--- src/rtl/mdu_pkg.sv ---
// Shared definitions for the multiply/divide unit: op codes, FSM states, op helpers.
package mdu_pkg;

  localparam int MDU_OP_W = 3;

  localparam logic [MDU_OP_W-1:0] MDU_MULT  = 3'd0;
  localparam logic [MDU_OP_W-1:0] MDU_MULTU = 3'd1;
  localparam logic [MDU_OP_W-1:0] MDU_DIV   = 3'd2;
  localparam logic [MDU_OP_W-1:0] MDU_DIVU  = 3'd3;
  localparam logic [MDU_OP_W-1:0] MDU_MTHI  = 3'd4;
  localparam logic [MDU_OP_W-1:0] MDU_MTLO  = 3'd5;

  typedef enum logic {
    IDLE = 1'b0,
    RUN  = 1'b1
  } mdu_state_t;

  // Multi-cycle ops: the ones that raise busy.
  function automatic logic is_muldiv(input logic [MDU_OP_W-1:0] op);
    return (op == MDU_MULT) || (op == MDU_MULTU) || (op == MDU_DIV) || (op == MDU_DIVU);
  endfunction

  function automatic logic is_div(input logic [MDU_OP_W-1:0] op);
    return (op == MDU_DIV) || (op == MDU_DIVU);
  endfunction

endpackage

--- src/rtl/mult_div_unit_divider.sv ---
// Iterative restoring divider. Works on magnitudes, several quotient bits per
// clock so that WIDTH bits fit inside STEPS cycles. The result outputs already
// include the step that the current cycle would perform, so the owner can
// capture the final answer on the same edge its latency counter expires.
module mdu_divider #(
  parameter int WIDTH = 32,
  parameter int STEPS = 10
) (
  input  logic             clk,
  input  logic             reset,
  input  logic             load,
  input  logic             sign_op,
  input  logic [WIDTH-1:0] dividend,
  input  logic [WIDTH-1:0] divisor,
  output logic [WIDTH-1:0] quotient,
  output logic [WIDTH-1:0] remainder,
  output logic             div_zero
);

  localparam int BPC  = (WIDTH + STEPS - 1) / STEPS;
  localparam int CNTW = $clog2(WIDTH + 1);

  logic [WIDTH-1:0] rem_q, quo_q, dvs_q;
  logic [CNTW-1:0]  left_q;
  logic             neg_q, neg_r;

  logic [WIDTH-1:0] rem_c, quo_c;
  logic [WIDTH:0]   rem_t;
  logic [CNTW-1:0]  left_c;

  logic             a_neg, b_neg;

  assign a_neg = sign_op & dividend[WIDTH-1];
  assign b_neg = sign_op & divisor[WIDTH-1];

  // Up to BPC shift/subtract steps on the current partial state.
  always_comb begin
    rem_c  = rem_q;
    quo_c  = quo_q;
    left_c = left_q;
    rem_t  = '0;
    for (int i = 0; i < BPC; i++) begin
      if (left_c != '0) begin
        rem_t = {rem_c, quo_c[WIDTH-1]};
        quo_c = {quo_c[WIDTH-2:0], 1'b0};
        if (rem_t >= {1'b0, dvs_q}) begin
          rem_t    = rem_t - {1'b0, dvs_q};
          quo_c[0] = 1'b1;
        end
        rem_c  = rem_t[WIDTH-1:0];
        left_c = left_c - 1'b1;
      end
    end
  end

  // Load magnitudes and sign fix-up flags, then advance each cycle until done.
  always_ff @(posedge clk) begin
    if (reset) begin
      rem_q    <= '0;
      quo_q    <= '0;
      dvs_q    <= '0;
      left_q   <= '0;
      neg_q    <= 1'b0;
      neg_r    <= 1'b0;
      div_zero <= 1'b0;
    end else if (load) begin
      rem_q    <= '0;
      quo_q    <= a_neg ? -dividend : dividend;
      dvs_q    <= b_neg ? -divisor : divisor;
      left_q   <= CNTW'(WIDTH);
      neg_q    <= a_neg ^ b_neg;
      neg_r    <= a_neg;
      div_zero <= (divisor == '0);
    end else if (left_q != '0) begin
      rem_q  <= rem_c;
      quo_q  <= quo_c;
      left_q <= left_c;
    end
  end

  // Quotient truncates toward zero; remainder follows the dividend's sign.
  always_comb begin
    quotient  = neg_q ? -quo_c : quo_c;
    remainder = neg_r ? -rem_c : rem_c;
  end

endmodule

--- src/rtl/mult_div_unit.sv ---
// Multi-cycle multiply/divide unit with architectural HI/LO registers.
//   state | meaning
//   IDLE  | busy=0, accepts start
//   RUN   | mul/div in flight, counter runs down to completion
module mult_div_unit
  import mdu_pkg::*;
#(
  parameter int WIDTH       = 32,
  parameter int MULT_CYCLES = 5,
  parameter int DIV_CYCLES  = 10
) (
  input  logic                clk,
  input  logic                reset,
  input  logic                start,
  input  logic [MDU_OP_W-1:0] op,
  input  logic [WIDTH-1:0]    A,
  input  logic [WIDTH-1:0]    B,
  output logic                busy,
  output logic [WIDTH-1:0]    hi,
  output logic [WIDTH-1:0]    lo
);

  localparam int MAXN = (MULT_CYCLES > DIV_CYCLES) ? MULT_CYCLES : DIV_CYCLES;
  localparam int CW   = $clog2(MAXN + 1);

  mdu_state_t          state_q, state_d;
  logic [CW-1:0]       cnt_q;
  logic [MDU_OP_W-1:0] op_q;
  logic [WIDTH-1:0]    a_q, b_q;

  logic                accept, go_md, done;
  logic [2*WIDTH-1:0]  ext_a, ext_b, prod;
  logic [WIDTH-1:0]    div_q, div_r;
  logic                div_zero;

  assign accept = start & (state_q == IDLE);
  assign go_md  = accept & is_muldiv(op);
  assign done   = (state_q == RUN) && (cnt_q == '0);

  // Operands are held stable in a_q/b_q, so one wide product is ready long before completion.
  always_comb begin
    if (op_q == MDU_MULT) begin
      ext_a = {{WIDTH{a_q[WIDTH-1]}}, a_q};
      ext_b = {{WIDTH{b_q[WIDTH-1]}}, b_q};
    end else begin
      ext_a = {{WIDTH{1'b0}}, a_q};
      ext_b = {{WIDTH{1'b0}}, b_q};
    end
    prod = ext_a * ext_b;
  end

  mdu_divider #(
    .WIDTH (WIDTH),
    .STEPS (DIV_CYCLES)
  ) u_div (
    .clk       (clk),
    .reset     (reset),
    .load      (accept & is_div(op)),
    .sign_op   (op == MDU_DIV),
    .dividend  (A),
    .divisor   (B),
    .quotient  (div_q),
    .remainder (div_r),
    .div_zero  (div_zero)
  );

  // State register.
  always_ff @(posedge clk) begin
    if (reset) state_q <= IDLE;
    else       state_q <= state_d;
  end

  // Next-state: leave IDLE on an accepted mul/div, return when the counter expires.
  always_comb begin
    state_d = state_q;
    case (state_q)
      IDLE:    if (go_md) state_d = RUN;
      RUN:     if (cnt_q == '0) state_d = IDLE;
      default: state_d = IDLE;
    endcase
  end

  // Output decode.
  always_comb begin
    busy = (state_q == RUN);
  end

  // Latency counter, operand latches and HI/LO writes.
  always_ff @(posedge clk) begin
    if (reset) begin
      cnt_q <= '0;
      op_q  <= '0;
      a_q   <= '0;
      b_q   <= '0;
      hi    <= '0;
      lo    <= '0;
    end else begin
      if (go_md) begin
        op_q  <= op;
        a_q   <= A;
        b_q   <= B;
        cnt_q <= is_div(op) ? CW'(DIV_CYCLES - 1) : CW'(MULT_CYCLES - 1);
      end else if ((state_q == RUN) && (cnt_q != '0)) begin
        cnt_q <= cnt_q - 1'b1;
      end

      if (accept && (op == MDU_MTHI)) hi <= A;
      if (accept && (op == MDU_MTLO)) lo <= A;

      if (done) begin
        if (is_div(op_q)) begin
          if (!div_zero) begin
            hi <= div_r;
            lo <= div_q;
          end
        end else begin
          hi <= prod[2*WIDTH-1:WIDTH];
          lo <= prod[WIDTH-1:0];
        end
      end
    end
  end

endmodule

--- config.mk ---
export PLATFORM = sky130hd
export DESIGN_NAME = mult_div_unit
export DESIGN_NICKNAME = d
export VERILOG_FILES = /design/src/rtl/mdu_pkg.sv /design/src/rtl/mult_div_unit_divider.sv /design/src/rtl/mult_div_unit.sv
export SDC_FILE = /design/constraint.sdc
export NUM_CORES = 2
export LEC_CHECK = 0
export BUFFER_PORTS_ARGS = -buffer_cell sky130_fd_sc_hd__buf_2
export CAP_MARGIN = 25
export CORE_UTILIZATION = 65
export DETAILED_ROUTE_END_ITERATION = 7
export GPL_TIMING_DRIVEN = 0
export PLACE_DENSITY = 0.87
export SLEW_MARGIN = 20
export SYNTH_ARGS = -nofsm -noshare
export SYNTH_HDL_FRONTEND = slang
export SYNTH_SLANG_ARGS = --single-unit
--- constraint.sdc ---
create_clock -name clk -period 24.7 [get_ports clk]
set_clock_uncertainty 0.1 [all_clocks]
set_input_delay 6.175 -clock clk [delete_from_list [all_inputs] [get_ports clk]]
set_output_delay 6.175 -clock clk [all_outputs]
set_load 0.005 [all_outputs]
# Word-level counts from Yosys, hierarchy flattened
# Index checks and enable logic that the tools add are counted.
dict set report word_totals {
  input_bits 70
  register_bits 241
}
dict set report classes {
  magnitude_cmp 4
  mul 1
  muxes 44
  bitwise_logic 7
  eq_ne 7
  add_sub_neg 13
  n_reduce_logical 21
}
# op count
set ops {}
lappend ops {{$mux W32} 26}
lappend ops {{$ge A33 B32 Y1} 4}
lappend ops {{$mux W64} 2}
lappend ops {{$neg A32 Y32} 4}
lappend ops {{$sub A32 B32 Y32} 4}
lappend ops {{$mul A64 B64 Y64} 1}
lappend ops {{$mux W6} 6}
lappend ops {{$logic_not A32 Y1} 1}
lappend ops {{$reduce_bool A6 Y1} 4}
lappend ops {{$sub A6 B1 Y6 const B} 4}
lappend ops {{$eq A3 B2 Y1 const B} 4}
lappend ops {{$mux W4} 3}
lappend ops {{$eq A3 B3 Y1 const B} 2}
lappend ops {{$logic_not A3 Y1} 2}
lappend ops {{$mux W1} 6}
lappend ops {{$and A1 B1 Y1} 5}
lappend ops {{$logic_or A1 B1 Y1} 5}
lappend ops {{$logic_and A1 B1 Y1} 4}
lappend ops {{$logic_not A4 Y1} 1}
lappend ops {{$reduce_bool A2 Y1} 2}
lappend ops {{$reduce_bool A4 Y1} 1}
lappend ops {{$sub A4 B1 Y4 const B} 1}
lappend ops {{$eq A3 B1 Y1 const B} 1}
lappend ops {{$pmux W1 S2} 1}
lappend ops {{3 further kinds} 3}

# Depth between registers and ports, before layout
dict set report depth {
  depth_word 17
  depth_mapped 60
}

# Hierarchy
# A second synthesis with hierarchy kept.
dict set report hier_totals {
  hier_cells 8670
  area_unflattened_um2 73115.1
}
# module instances cells_per_inst area_each_um2 seq_area_each_um2
set modules_own_cells {}
lappend modules_own_cells {mult_div_unit 1 5827 53553.9 2722.6}
lappend modules_own_cells {mdu_divider 1 2843 19561.3 2102.0}

# Worst setup path before layout
# OpenSTA, ideal clock, no wires.
dict set report synth_path {
  path_kind {register -> register}
  startpoint {register u_div.dvs_q[0]}
  endpoint {register hi[26]}
  period_less_slack_ps 12635
  arrival_time_ps 12403
  n_path_buf 4
  path_slack_ps 12065
  stages_incl_launch_ff 53
  required_time_ps 24467
  setup_time_ps 133
  cell_sequence {dfxtp_1 -> ha_1 -> inv_1 -> fa_1 -> a21o_1 -> a221o_1 -> a221oi_1 -> o31ai_1 -> a221oi_1 -> o211ai_1 -> o311ai_0 -> mux2_2 -> nor3_1 -> ha_1 -> and4_1 -> and2_1 -> and2_1 -> a31oi_1 -> [... 17 more ...] -> ha_1 -> a21o_1 -> a21o_1 -> a21o_1 -> a221o_1 -> a2111oi_0 -> nand2_1 -> o21ai_0 -> nand2_1 -> a21o_1 -> buf_2 -> o211ai_1 -> nand3_1 -> nor2_1 -> nand4_1 -> mux2_2 -> a221oi_2 -> a21oi_1}
}
dict set report synth_via {
  elab_chain_cells 17
  elab_cells_between_ends 21
}
# element line_no
set synth_rtl {}
lappend synth_rtl {{start: declaration} mult_div_unit_divider.sv:23} ;# logic [WIDTH-1:0] rem_q, quo_q, dvs_q;
lappend synth_rtl {{start signal: assignment} mult_div_unit_divider.sv:69} ;# dvs_q <= b_neg ? -divisor : divisor;
lappend synth_rtl {{$sub A32 B32 Y32 or $ge A33 B32 Y1 (tied branches)} {mult_div_unit_divider.sv:47, mult_div_unit_divider.sv:46}}
lappend synth_rtl {{$mux W32} mult_div_unit_divider.sv:46} ;# if (rem_t >= {1'b0, dvs_q}) begin
lappend synth_rtl {{$mux W32} mult_div_unit_divider.sv:43} ;# if (left_c != '0) begin
lappend synth_rtl {{$sub A32 B32 Y32 or $ge A33 B32 Y1 (tied branches)} {mult_div_unit_divider.sv:47, mult_div_unit_divider.sv:46}}
lappend synth_rtl {{$mux W32} mult_div_unit_divider.sv:46}
lappend synth_rtl {{$mux W32} mult_div_unit_divider.sv:43}
lappend synth_rtl {{$sub A32 B32 Y32 or $ge A33 B32 Y1 (tied branches)} {mult_div_unit_divider.sv:47, mult_div_unit_divider.sv:46}}
lappend synth_rtl {{$mux W32} mult_div_unit_divider.sv:46}
lappend synth_rtl {{$mux W32} mult_div_unit_divider.sv:43}
lappend synth_rtl {{$sub A32 B32 Y32 or $ge A33 B32 Y1 (tied branches)} {mult_div_unit_divider.sv:47, mult_div_unit_divider.sv:46}}
lappend synth_rtl {{$mux W32} mult_div_unit_divider.sv:46}
lappend synth_rtl {{$mux W32 (*)} mult_div_unit_divider.sv:43}
lappend synth_rtl {{$neg A32 Y32} mult_div_unit_divider.sv:84} ;# remainder = neg_r ? -rem_c : rem_c;
lappend synth_rtl {{$mux W32 (*)} mult_div_unit_divider.sv:84}
lappend synth_rtl {{$mux W32 (*)} mult_div_unit.sv:112} ;# if (!div_zero) begin
lappend synth_rtl {{$mux W32 (*)} mult_div_unit.sv:111} ;# if (is_div(op_q)) begin
lappend synth_rtl {{$mux W32 (*)} mult_div_unit.sv:110} ;# if (done) begin
lappend synth_rtl {{end signal: assignment} mult_div_unit.sv:113} ;# hi <= div_r;
lappend synth_rtl {{end signal: assignment} mult_div_unit.sv:117} ;# hi <= prod[2*WIDTH-1:WIDTH];
lappend synth_rtl {{end: declaration} mult_div_unit.sv:19} ;# output logic [WIDTH-1:0] hi,
# Mark *: on every way between the ends. The rest lies on a longest branch, timed or not.
# A chain may end at the register's enable or synchronous reset.

# Final worst setup path
dict set report layout_path {
  startpoint {register u_div.left_q[0]}
  endpoint {register hi[20]}
}
dict set report layout_via {
  elab_chain_cells 16
  elab_cells_between_ends 31
}
# element line_no
set layout_rtl {}
lappend layout_rtl {{start: declaration} mult_div_unit_divider.sv:24} ;# logic [CNTW-1:0] left_q;
lappend layout_rtl {{start signal: assignment} mult_div_unit_divider.sv:70} ;# left_q <= CNTW'(WIDTH);
lappend layout_rtl {{start signal: assignment} mult_div_unit_divider.sv:77} ;# left_q <= left_c;
lappend layout_rtl {{$reduce_bool A6 Y1} mult_div_unit_divider.sv:43}
lappend layout_rtl {{$mux W32} mult_div_unit_divider.sv:43}
lappend layout_rtl {{$sub A32 B32 Y32 or $ge A33 B32 Y1 (tied branches)} {mult_div_unit_divider.sv:47, mult_div_unit_divider.sv:46}}
lappend layout_rtl {{$mux W32} mult_div_unit_divider.sv:46}
lappend layout_rtl {{$mux W32} mult_div_unit_divider.sv:43}
lappend layout_rtl {{$sub A32 B32 Y32 or $ge A33 B32 Y1 (tied branches)} {mult_div_unit_divider.sv:47, mult_div_unit_divider.sv:46}}
lappend layout_rtl {{$mux W32} mult_div_unit_divider.sv:46}
lappend layout_rtl {{$mux W32} mult_div_unit_divider.sv:43}
lappend layout_rtl {{$sub A32 B32 Y32 or $ge A33 B32 Y1 (tied branches)} {mult_div_unit_divider.sv:47, mult_div_unit_divider.sv:46}}
lappend layout_rtl {{$mux W32} mult_div_unit_divider.sv:46}
lappend layout_rtl {{$mux W32 (*)} mult_div_unit_divider.sv:43}
lappend layout_rtl {{$neg A32 Y32} mult_div_unit_divider.sv:84}
lappend layout_rtl {{$mux W32 (*)} mult_div_unit_divider.sv:84}
lappend layout_rtl {{$mux W32 (*)} mult_div_unit.sv:112}
lappend layout_rtl {{$mux W32 (*)} mult_div_unit.sv:111}
lappend layout_rtl {{$mux W32 (*)} mult_div_unit.sv:110}
# Marks and branches as above.

==> qor.csv <==
metric;value;unit
status;finished, violations left;
violated checks;DRC;
Root Buffer;clkbuf_16;
I/O Buffers;122;
number of distinct library cells after synthesis;104;
antenna violations before repair;35;
ranking of synthesized cells by area;fa_1, inv_1, ha_1, nand2_1, dfxtp_1;
dominant cell type by area after synthesis;fa_1;
Data required, critical path;25.17;ns
Hold Vio Cnt, Final;0;
vias per cell;6.74;
Crit path arrival time;21.88;ns
Mapped Cells;8496;
first-pass GRT wire length;441000;um
top-level port count;135;
# hold bufs at CTS;0;
num rows;120;
crit path kind;reg -> reg;
layout cells sized above 1;3.37;%
Worst-Margin Slew;1.25;ns
Mean Syn Cell Area;8.36;um^2
RePlAce Congestion;1.15;
critical path's most frequent cell;clkbuf_1;
Final period util;86.7;%
Hold Crit Start;u_div.dvs_q[26];
most instantiated library cell after synthesis;inv_1;
Sink Count;241;
Area Growth Syn to Fin;5.03;%
Layout Nets;10611;
Yosys top cell area share;40.7;%
Yosys reg bits;241;
Period minus WS final;21.41;ns
Die ar.;111000;um^2
Crit Path Max Fanout;10;
Crit. Startpoint;u_div.left_q[0];
sequential share of the synthesized area;6.79;%
final setup fails;0;
Synth Warn #;0;
Die X;333;um
clock slew at reported path FFs;0.08;ns
pin count of the biggest net entering global routing;31;
type of origin of the critical path;register;
setup bufs post-CTS;0;
Post-Syn Area;71000;um^2
number of synthesized flops with an enable pin;0;
Final Max Tran Viols;0;
R2R depth;51;
critical-path cell with the highest stage delay;buf_1;
CTS tree;built;
placed insts;10030;
H-tree depth;1;
Skew-Pair Late Insertion Delay;0.63;ns
CP endpoint kind;register;
final WL;308000;um
worst slack, placed;5.06;ns
top_reg_cell synth;dfxtp_1;
Final Worst Setup Slack;3.29;ns
max cap viols;0;
via count;68224;
core area;108000;um^2
syn nets;10443;
Reg2Reg Launch Point;u_div.left_q[0];
Final HPWL DP;260000;um
DR WL/cell;30.5;um
drt first pass iters;8;
fmax;0.0467;GHz
number of global-route vias before repair;67335;
DIE HEIGHT;333;um
Routed Antenna Nets;0;
1st-iter DRT viols;11076;
Final Core Density;69.3;%
Synth top cells by count;inv_1, fa_1, nand2_1;
DR DRC count;34;
cts bufs inserted;25;
class of the worst hold path;reg -> reg;
CTS max path bufs;3;
GR Overflow Total;0;
initial core utilization;66.0;%
asr flop ratio synth;0;%
CP peak stage delay;0.94;ns
WHS Path Cells;2;
RSZ-0062 raised after global routing;no;
Finished Layout Cells;10123;
Rel. slew slack;16.7;%
final setup TNS;0;ns
GRT Total Usage;55.3;%
post-CTS resize count;0;
==> routing by layer <==
metal / wire, um / up-vias / global-route usage (%)
met5: 194 / - / 0.347
met4: 23600 / 18 / 32.8
met3: 61600 / 1555 / 29.6
met2: 114000 / 6784 / 70.8
met1: 109000 / 32859 / 72.9
li1: - / 27008 / -
==> final timing paths <==
check	endpoint	slack [ns]
worst min register to register	u_div.dvs_q[26]	0.36
worst min-delay path	u_div.dvs_q[26]	0.36
worst max-delay path	hi[20]	3.29
worst max register to register	hi[20]	3.29
==> layout make-up <==
| cell class | instances | area (um^2) |
|---|---|---|
| Clock inverter | 11 | 136 |
| Buffer | 447 | 1730 |
| Timing Repair Buffer | 141 | 826 |
| Sequential cell | 241 | 4830 |
| Tap cell | 1403 | 1760 |
| Fill cell | 8469 | 33100 |
| Inverter | 1673 | 6280 |
| Clock buffer | 34 | 719 |
| Antenna cell | 38 | 95.1 |
| Multi-Input combinational cell | 6135 | 58200 |
==> through the flow <==
step | hold slack, ns | cell area (um^2)
final | 0.359 | 74600
after global routing | 0.384 | 74500
after CTS | 0.353 | 74400
after detailed placement | 0.345 | 73500
after global placement | 0.338 | 73400
after floorplan | 0.332 | 71000
==> sequential cells by signal, indices dropped and copies added (netlist names) <==
name            count
a_q                32
b_q                32
busy                1
cnt_q               4
hi                 32
lo                 32
op_q                3
u_div.div_zero      1
u_div.dvs_q        32
u_div.left_q        6
u_div.neg_q         1
u_div.neg_r         1
u_div.quo_q        32
u_div.rem_q        32
==> cell usage in the layout, fill, tap and decap left out, drive strengths merged, types with 124 or more instances in the layout <==
cell type,netlist,layout
xor2,124,124
and2,345,345
ha,432,432
nor2,373,373
clkbuf,397,433
o21ai,213,213
buf,50,189
a21oi,423,423
nand2,1341,1341
xnor2,196,196
dfxtp,241,241
inv,1673,1675
fa,1445,1445
==> critical path: cells and delay by family (launching register included) <==
family	cells	cell delay [ns]
muxes	1	0.26
AOI/OAI and AO/OA	14	4.68
DFF	1	0.30
and+or+nand+nor	10	2.53
buffers and inverters	20	11.44
xor gates and xnor gates	1	0.52
adders and majority gates	5	1.40
==> logic make-up (layout without fill, tap and decap cells) <==
| logic type | count (synthesis) | after routing | synth area share [%] |
|---|---|---|---|
| xor gates and xnor gates | 320 | 320 | 3.95 |
| other | 0 | 38 | 0 |
| AOI/OAI and AO/OA | 1342 | 1342 | 12.5 |
| DFF | 241 | 241 | 6.79 |
| buffers and inverters | 2120 | 2306 | 11.3 |
| and+or+nand+nor | 2524 | 2524 | 16.2 |
| adders and majority gates | 1877 | 1877 | 48.3 |
| muxes | 72 | 72 | 1.03 |
Power is left out: the tool's default activity adds up to more than one toggle a clock period on the data nets, which glitch-free logic cannot reach.
